**src/rtl/calc_arbiter.sv**
```systemverilog
// calc_arbiter
//   Shares one Calc unit between two requesters. A round-robin pick in IDLE
//   latches the winner's op/operands. LAUNCH issues a single calc_go pulse.
//   WAIT then waits for calc_done, guarded by a watchdog. RESP returns the
//   result with a one-cycle ack to the owner.
//
// Ports
//   clk, rst_n          clock (rising edge), async active-low reset
//   req[1:0]            per-requester request, held until ack
//   op0/op1, a0/a1,     requester op codes and operands
//   b0/b1
//   gnt[1:0]            one-hot owner of the Calc, 0 when idle
//   ack[1:0]            one-cycle completion pulse to the owner
//   result[DW-1:0]      captured Calc output (0 on timeout), valid with ack
//   err                 transaction timed out, valid with ack
//   calc_go/op/in1/in2  launch strobe and latched operands to the Calc
//   calc_done/out       Calc completion and result
module calc_arbiter #(
   parameter int DW      = 4,
   parameter int TIMEOUT = 64,
   parameter int TW      = 7
) (
   input  logic          clk,
   input  logic          rst_n,
   input  logic [1:0]    req,
   input  logic [1:0]    op0,
   input  logic [1:0]    op1,
   input  logic [DW-1:0] a0,
   input  logic [DW-1:0] a1,
   input  logic [DW-1:0] b0,
   input  logic [DW-1:0] b1,
   output logic [1:0]    gnt,
   output logic [1:0]    ack,
   output logic [DW-1:0] result,
   output logic          err,
   output logic          calc_go,
   output logic [1:0]    calc_op,
   output logic [DW-1:0] calc_in1,
   output logic [DW-1:0] calc_in2,
   input  logic          calc_done,
   input  logic [DW-1:0] calc_out
);

   typedef enum logic [1:0] {
      IDLE   = 2'd0,
      LAUNCH = 2'd1,
      WAIT   = 2'd2,
      RESP   = 2'd3
   } state_e;

   // Operand bundle latched at grant time.
   typedef struct packed {
      logic [1:0]    op;
      logic [DW-1:0] a;
      logic [DW-1:0] b;
   } calc_req_t;

   localparam logic [TW-1:0] TMO_LAST = TW'(TIMEOUT - 1);

   state_e        state_q, state_d;
   logic [1:0]    gnt_q, gnt_d;
   logic          last_q, last_d;
   logic [TW-1:0] timer_q, timer_d;
   logic [DW-1:0] result_q, result_d;
   logic          err_q, err_d;
   calc_req_t     cur_q, cur_d;

   calc_req_t     req0, req1;
   logic          sel;

   assign req0 = '{op: op0, a: a0, b: b0};
   assign req1 = '{op: op1, a: a1, b: b1};

   // Winner: the single requester if only one is asking, otherwise the one
   // that was not served last.
   always_comb begin
      sel = 1'b0;
      if (req == 2'b11) sel = ~last_q;
      else              sel = req[1];
   end

   always_ff @(posedge clk or negedge rst_n) begin
      if (!rst_n) begin
         state_q  <= IDLE;
         gnt_q    <= '0;
         last_q   <= 1'b1;
         timer_q  <= '0;
         result_q <= '0;
         err_q    <= 1'b0;
         cur_q    <= '0;
      end else begin
         state_q  <= state_d;
         gnt_q    <= gnt_d;
         last_q   <= last_d;
         timer_q  <= timer_d;
         result_q <= result_d;
         err_q    <= err_d;
         cur_q    <= cur_d;
      end
   end

   always_comb begin
      state_d  = state_q;
      gnt_d    = gnt_q;
      last_d   = last_q;
      timer_d  = timer_q;
      result_d = result_q;
      err_d    = err_q;
      cur_d    = cur_q;
      unique case (state_q)
         IDLE: begin
            if (req != 2'b00) begin
               gnt_d   = sel ? 2'b10 : 2'b01;
               cur_d   = sel ? req1 : req0;
               state_d = LAUNCH;
            end
         end
         LAUNCH: begin
            timer_d = '0;
            state_d = WAIT;
         end
         WAIT: begin
            timer_d = timer_q + TW'(1);
            // done takes priority over the watchdog on the last cycle
            if (calc_done) begin
               result_d = calc_out;
               err_d    = 1'b0;
               state_d  = RESP;
            end else if (timer_q == TMO_LAST) begin
               result_d = '0;
               err_d    = 1'b1;
               state_d  = RESP;
            end
         end
         RESP: begin
            last_d  = gnt_q[1];
            gnt_d   = '0;
            state_d = IDLE;
         end
         default: state_d = IDLE;
      endcase
   end

   assign gnt      = gnt_q;
   assign ack      = (state_q == RESP) ? gnt_q : 2'b00;
   assign result   = result_q;
   assign err      = err_q;
   assign calc_go  = (state_q == LAUNCH);
   assign calc_op  = cur_q.op;
   assign calc_in1 = cur_q.a;
   assign calc_in2 = cur_q.b;

endmodule

```
**config.mk**
```make
export PLATFORM = sky130hd
export DESIGN_NAME = calc_arbiter
export DESIGN_NICKNAME = d
export VERILOG_FILES = /design/src/rtl/calc_arbiter.sv
export SDC_FILE = /design/constraint.sdc
export NUM_CORES = 1
export LEC_CHECK = 0
export CAP_MARGIN = 20
export CORE_MARGIN = 1
export CORE_UTILIZATION = 30
export DETAILED_ROUTE_END_ITERATION = 8
export HOLD_SLACK_MARGIN = 0.06
export SYNTH_ARGS = -nofsm -noshare
export SYNTH_HDL_FRONTEND = slang
export SYNTH_SLANG_ARGS = --single-unit
```
**constraint.sdc**
```tcl
create_clock -name clk -period 3.11 [get_ports clk]
set_clock_uncertainty 0.2 [all_clocks]
set_input_delay 0.622 -clock clk [delete_from_list [all_inputs] [get_ports clk]]
set_output_delay 0.622 -clock clk [all_outputs]
set_load 0.01 [all_outputs]
```
After elaboration in Yosys (flattened, before gate mapping)
Index checks and enable logic that the tools add are counted.
Cells by class
  $add $sub $neg: 1
  multiply operators: 0
  divide/modulo/power cells: 0
  magnitude comparators: 0
  equal/unequal tests: 7
  shifts and indexed selects: 0
  mux-type cells: 15
  bitwise logic cells: 1
  reduce and logical (&&, ||, !) cells: 9
Operator list (number)
  case mux 7 bit (2 select lines): 1
  two-way mux 2 bit: 6
  two-way mux 10 bit: 1
  two-way mux 4 bit: 2
  case mux 2 bit (4 select lines): 1
  AND reduction 2 bit: 4
  nonzero test 2 bit: 4
  adder 7 x 1 -> 7 bit, second input constant: 1
  == test 7 x 6 -> 1 bit, second input constant: 1
  == test 2 bit, second input constant: 3
  case mux 2 bit (2 select lines): 1
  two-way mux 1 bit: 3
  inequality test 3 bit, second input constant: 1
  == test 2 x 1 -> 1 bit, second input constant: 1
  zero test 2 bit: 1
  inequality test 2 bit, second input constant: 1
  NOT 1 bit: 1
Storage, ports and cells
  bits in registers: 27
  bits in latches: 0
  bits in writable memories: 0
  ROM bits: 0
  input port bits: 29
  output and inout bits: 20
  word-level logic and storage cells: 42
  memories kept: 0

Logic depth before layout (Yosys ltp)
  depth after elaboration: 5
  gate-level depth with buffers: 6
  mapped depth without buffers: 5

Least setup slack after synthesis
Ideal clock, no wire load.
  kind: reg2reg
  start: register state_q[0]
  end: register state_q[0]
  setup time: 0.067 ns
  arrival time: 1.378 ns
  data required time: 2.843 ns
  setup slack: 1.465 ns
  stages on the path, launching flop included: 6
  buffers on the path: 0
  period minus slack after synthesis: 1.645 ns
  cells stage by stage: dfrtp_1 -> inv_1 -> ha_1 -> nor3b_2 -> mux2i_1 -> o41a_1
Between the ends
  word-level cells in the longest chain between the ends: 3
  elaborated cells on any way between the ends: 8
  classes of those cells: 5 x eq/ne; 1 x mux; 2 x reduce/logical
RTL lines
  start: declaration: line 60  | state_e state_q, state_d;
  start signal: assignment: line 92  | state_q <= state_d;
  == test 2 bit or zero test 2 bit (tied branches): line 110  | unique case (state_q)
  inequality test 3 bit (no source line) or inequality test 2 bit (tied branches)
  AND reduction 2 bit (no source line)
Several ways; a longest one is shown, not always the timed one.
A chain may end at the register's enable or synchronous reset.

Worst setup path in the final report
  start: register state_q[1]
  end: output ack[0]
Between the ends
  word-level cells in the longest chain between the ends: 2
RTL lines
  == test 2 bit: line 145  | assign ack = (state_q == RESP) ? gnt_q : 2'b00;
  two-way mux 2 bit: line 145
  end: declaration: line 33  | output logic [1:0] ack,
Every way passes these cells.

==> impl_summary.txt <==
----------------------------------------------------
[Global routing]
  GRT Overall Usage ... 14.8%
  Total grt overflow ... 0
  Pin count of the biggest net entering global routing ... 28
  Global-route wire length before repair ... about 6 mm
  Number of global-route vias before repair ... roughly 1300
  Antenna violations before repair ... 0

[Detailed routing]
  First-iteration detailed-routing DRC count ... 92
  Via density per instance ... ~5.3
  Final WL ... ~3.6 mm
  Number of vias after detailed routing ... 1268
  Number of remaining DRC errors ... 18
  Post-detailed-route count of antenna-violating nets ... 0
  First-pass DRT Iterations ... 6
  Final routed wire length divided by cell count ... roughly 15 µm

[STA]
  Min Tclk post-route ... approximately 2.5 ns
  Hold WS ... 0.330 ns
  Fmax ... 408 MHz
  Rel. slew slack ... approximately 59%
  Final Hold Fails ... 0
  Setup TNS ... 0 ns
  RSZ-0062 raised after global routing ... false
  Transition at the pin with the smallest max-transition slack ... about 0.62 ns
  Pins Over Slew Limit ... 0
  Final setup fails ... 0
  Final worst path period share ... 78.9%
  Fin worst setup slack ... ~0.66 ns

[Setup path]
  R2r setup slk ... 0.93 ns
  Arr. time, crit path ... 1.63 ns
  Crit path required time ... between 2 and 2.5 ns
  Crit path cell chain ... ha_1 > inv_1 > nor2_1 > clkdlybuf4s50_1
  Critical path startpoint ... state_q[1]
  Reg2Reg Launch Point ... state_q[0]
  Type of element launching the critical path ... flip-flop
  Critical path class ... reg2out
  Kind of end point of the critical path ... primary output
  Maximum fanout along the worst path ... 5
  Critical-path cell with the highest stage delay ... clkdlybuf4s50_1
  Worst stage delay on the critical path ... 0.55 ns

[Clock network]
  H-tree levels ... 1
  Number of hold-repair buffers added at the cts stage ... 0
  CTS clk-pin slew, worst paths ... ~0.09 ns
  Buffers from clock root to sink, at most ... 2
  Later-pin clock latency in the skew report ... between 0.2 and 0.3 ns
  Clock sink count ... 27
  Clock tree from TritonCTS ... done
  Count of buffers added by post-CTS timing repair for setup ... 0
  Number of buffers created by CTS ... 3
  CTS-repair resized insts ... 0
  Root Buffer ... clkbuf_8

[Synthesis]
  Area contributors post-synth ... dfrtp_1 46%, a221o_1 7.0%, ha_1 5.3%
  Flip-flop and latch count after synthesis ... 27
  Portion of the post-synthesis area used by sequential elements ... between 40% and 50%
  Cell accounting for the most synthesized area ... dfrtp_1
  Synth warn ... 0
  Netlist Area Pre-Place ... approximately 0.0014 mm²
  Total nets after synthesis ... approximately 170
  Cells after Synth ... ~140
  Number of distinct library cell variants in the gate-level netlist after synthesis ... 34
  Top cell type's share of synthesized area ... a little under half
  Mean area per synthesized cell ... slightly above 10 µm²

[Layout]
  Multi-input combinational cell area ... 681 µm²
  Top library cells by usage in the layout, fill and taps aside ... 48 x clkdlybuf4s50_1, 26 x dfrtp_1, 11 x inv_1, 11 x and2_1, 10 x a221o_1
  Number of inserted filler cells in the final layout ... approximately 410
  Commonest non-fill, non-tap cell in the layout ... clkdlybuf4s50_1
  Number of nets at the end of the flow ... 222
  Number of diodes added for antenna fixing ... 0
  Final cell count without fillers ... 238
  Post-route cell area ... roughly 0.002 mm²
  Area occupied by registers ... between 600 and 700 µm²
  Area delta synth->final ... 40.7%
  Proportion of layout cells with a drive suffix above 1 ... 4.30%

[Power and ir drop]
  Total leakage power ... around 0.85 nW
  Clock Power Share ... between 10% and 20%
  Maximum VDD drop ... ~0.00028 V
  Areal power density over the cells ... ~800 mW/mm²
  Sequential share of power ... between 30 and 40%
  Combinational share of power ... between 50% and 60%
  Switch share ... approximately 37%
  Internal power ... approximately 0.0010 W
  Reported net switching power ... ~0.00059 W

[Worst hold path]
  Class of the most critical hold timing path ... reg2reg
  Worst Min Path Start ... gnt[1]

[Floorplan]
  Row count ... 24
  Starting density of the core ... 32.0%
  Die Outline Area ... ~0.005 mm²
  I/O pin total ... 49
  Die outline width ... roughly 71 µm
  DIE HEIGHT ... 70.8 µm
  Core outline area ... 0.00444 mm²

[Status]
  Failing checks ... design-rule violations
  Result of the run ... finished with violations

[Placed design]
  HPWL after detailed placement ... about 2.6 mm
  Weighted congestion reported at the end of routability-driven placement ... roughly 0.8
  Port Buffers ... 48
  Cell count after placement ... around 230
  Post-DP Area ... 0.00195 mm²
  DP Worst Slack ... between 0.8 and 0.9 ns

[Flow run]
  Count of max-cap constraint violations ... 0

----------------------------------------------------
## kinds of logic after synthesis
| group | after synthesis | share of synthesized area, % |
|---|---|---|
| and+or+nand+nor | 51 | 20.8 |
| AOI/OAI and AO/OA | 35 | 19.7 |
| DFF | 27 | 47.7 |
| buffers and inverters | 16 | 4.41 |
| adders and majority gates | 6 | 5.29 |
| muxes | 3 | 2.11 |
## synthesized netlist by cell type
| cell | n |
|---|---|
| clkbuf_1 | 3 |
| o2bb2ai_1 | 1 |
| nand3_1 | 8 |
| o21ai_1 | 1 |
| a21oi_1 | 1 |
| dfrtp_1 | 26 |
| a21o_1 | 2 |
| nand3b_1 | 2 |
| a221o_1 | 10 |
| a31oi_1 | 2 |
| o311ai_1 | 1 |
| o21ai_0 | 4 |
| o22ai_1 | 2 |
| nor3_1 | 1 |
| o211ai_1 | 4 |
| inv_1 | 11 |
| nor2b_1 | 4 |
| o221ai_1 | 4 |
| a22o_1 | 1 |
| or4_1 | 1 |
| nand2_1 | 7 |
| and3b_1 | 1 |
| and2_1 | 11 |
| buf_2 | 2 |
| and3_1 | 3 |
| dfstp_2 | 1 |
| nand2b_1 | 8 |
| mux2i_1 | 3 |
| nor2_1 | 3 |
| a21boi_0 | 1 |
| nor2_2 | 1 |
| nor3b_2 | 1 |
| o41a_1 | 1 |
| ha_1 | 6 |
## path summary, 6_finish.rpt
path	endpoint	depth (start not counted)
worst max-delay path	ack[0]	4
worst min-delay path	gnt[1]	2
worst max register to register	timer_q[5]	5
worst min register to register	gnt[1]	2
max in group asynchronous	last_q	2
min in group asynchronous	gnt[0]	2
## power groups by stage
stage | clock network, W | logic (W) | registers, W
global placement | 0 | 0.000807 | 0.000571
CTS | 0.000211 | 0.000838 | 0.000566
finish | 0.000201 | 0.000834 | 0.000567
floorplan | 0 | 0.000443 | 0.000603
global route | 0.000231 | 0.000916 | 0.000584
detailed placement | 0 | 0.000833 | 0.000574
## worst max-delay path, delay by kind of cell, from the launching register on
| family | cells | cell delay [ns] |
|---|---|---|
| fa+ha+maj | 1 | 0.21 |
| flops | 1 | 0.43 |
| simple gates | 1 | 0.10 |
| buf+inv | 2 | 0.62 |
## cell type report
type,count,share of cell area [%]
tap,52,3.26
sequential,27,33.9
timing repair buffer,49,24.4
clock buffer,3,2.07
clock inverter,1,0.250
inverter,11,2.07
multi-input combinational,95,34.1
## flip-flops by register name (all words and copies together), names as in the netlist
register  cells
timer_q       7
calc_in1      4
calc_in2      4
result        4
calc_op       2
gnt           2
state_q       2
err           1
last_q        1
## layer usage
layer  wire length (µm)  up-vias  global-route usage (%)
met5                  0        -                       0
met4                 19        0                    3.33
met3                357        2                    3.13
met2               1580       58                    24.0
met1               1600      611                    20.5
li1                   -      597                       -
## through the flow
step	power [W]	utilization (%)
after CTS	0.00162	45.0
final	0.00160	45.0
after global routing	0.00173	45.0
after detailed placement	0.00141	43.9
after floorplan	0.00105	-
after global placement	0.00138	43.9
No activity file was read; power rests on OpenSTA's default activity.
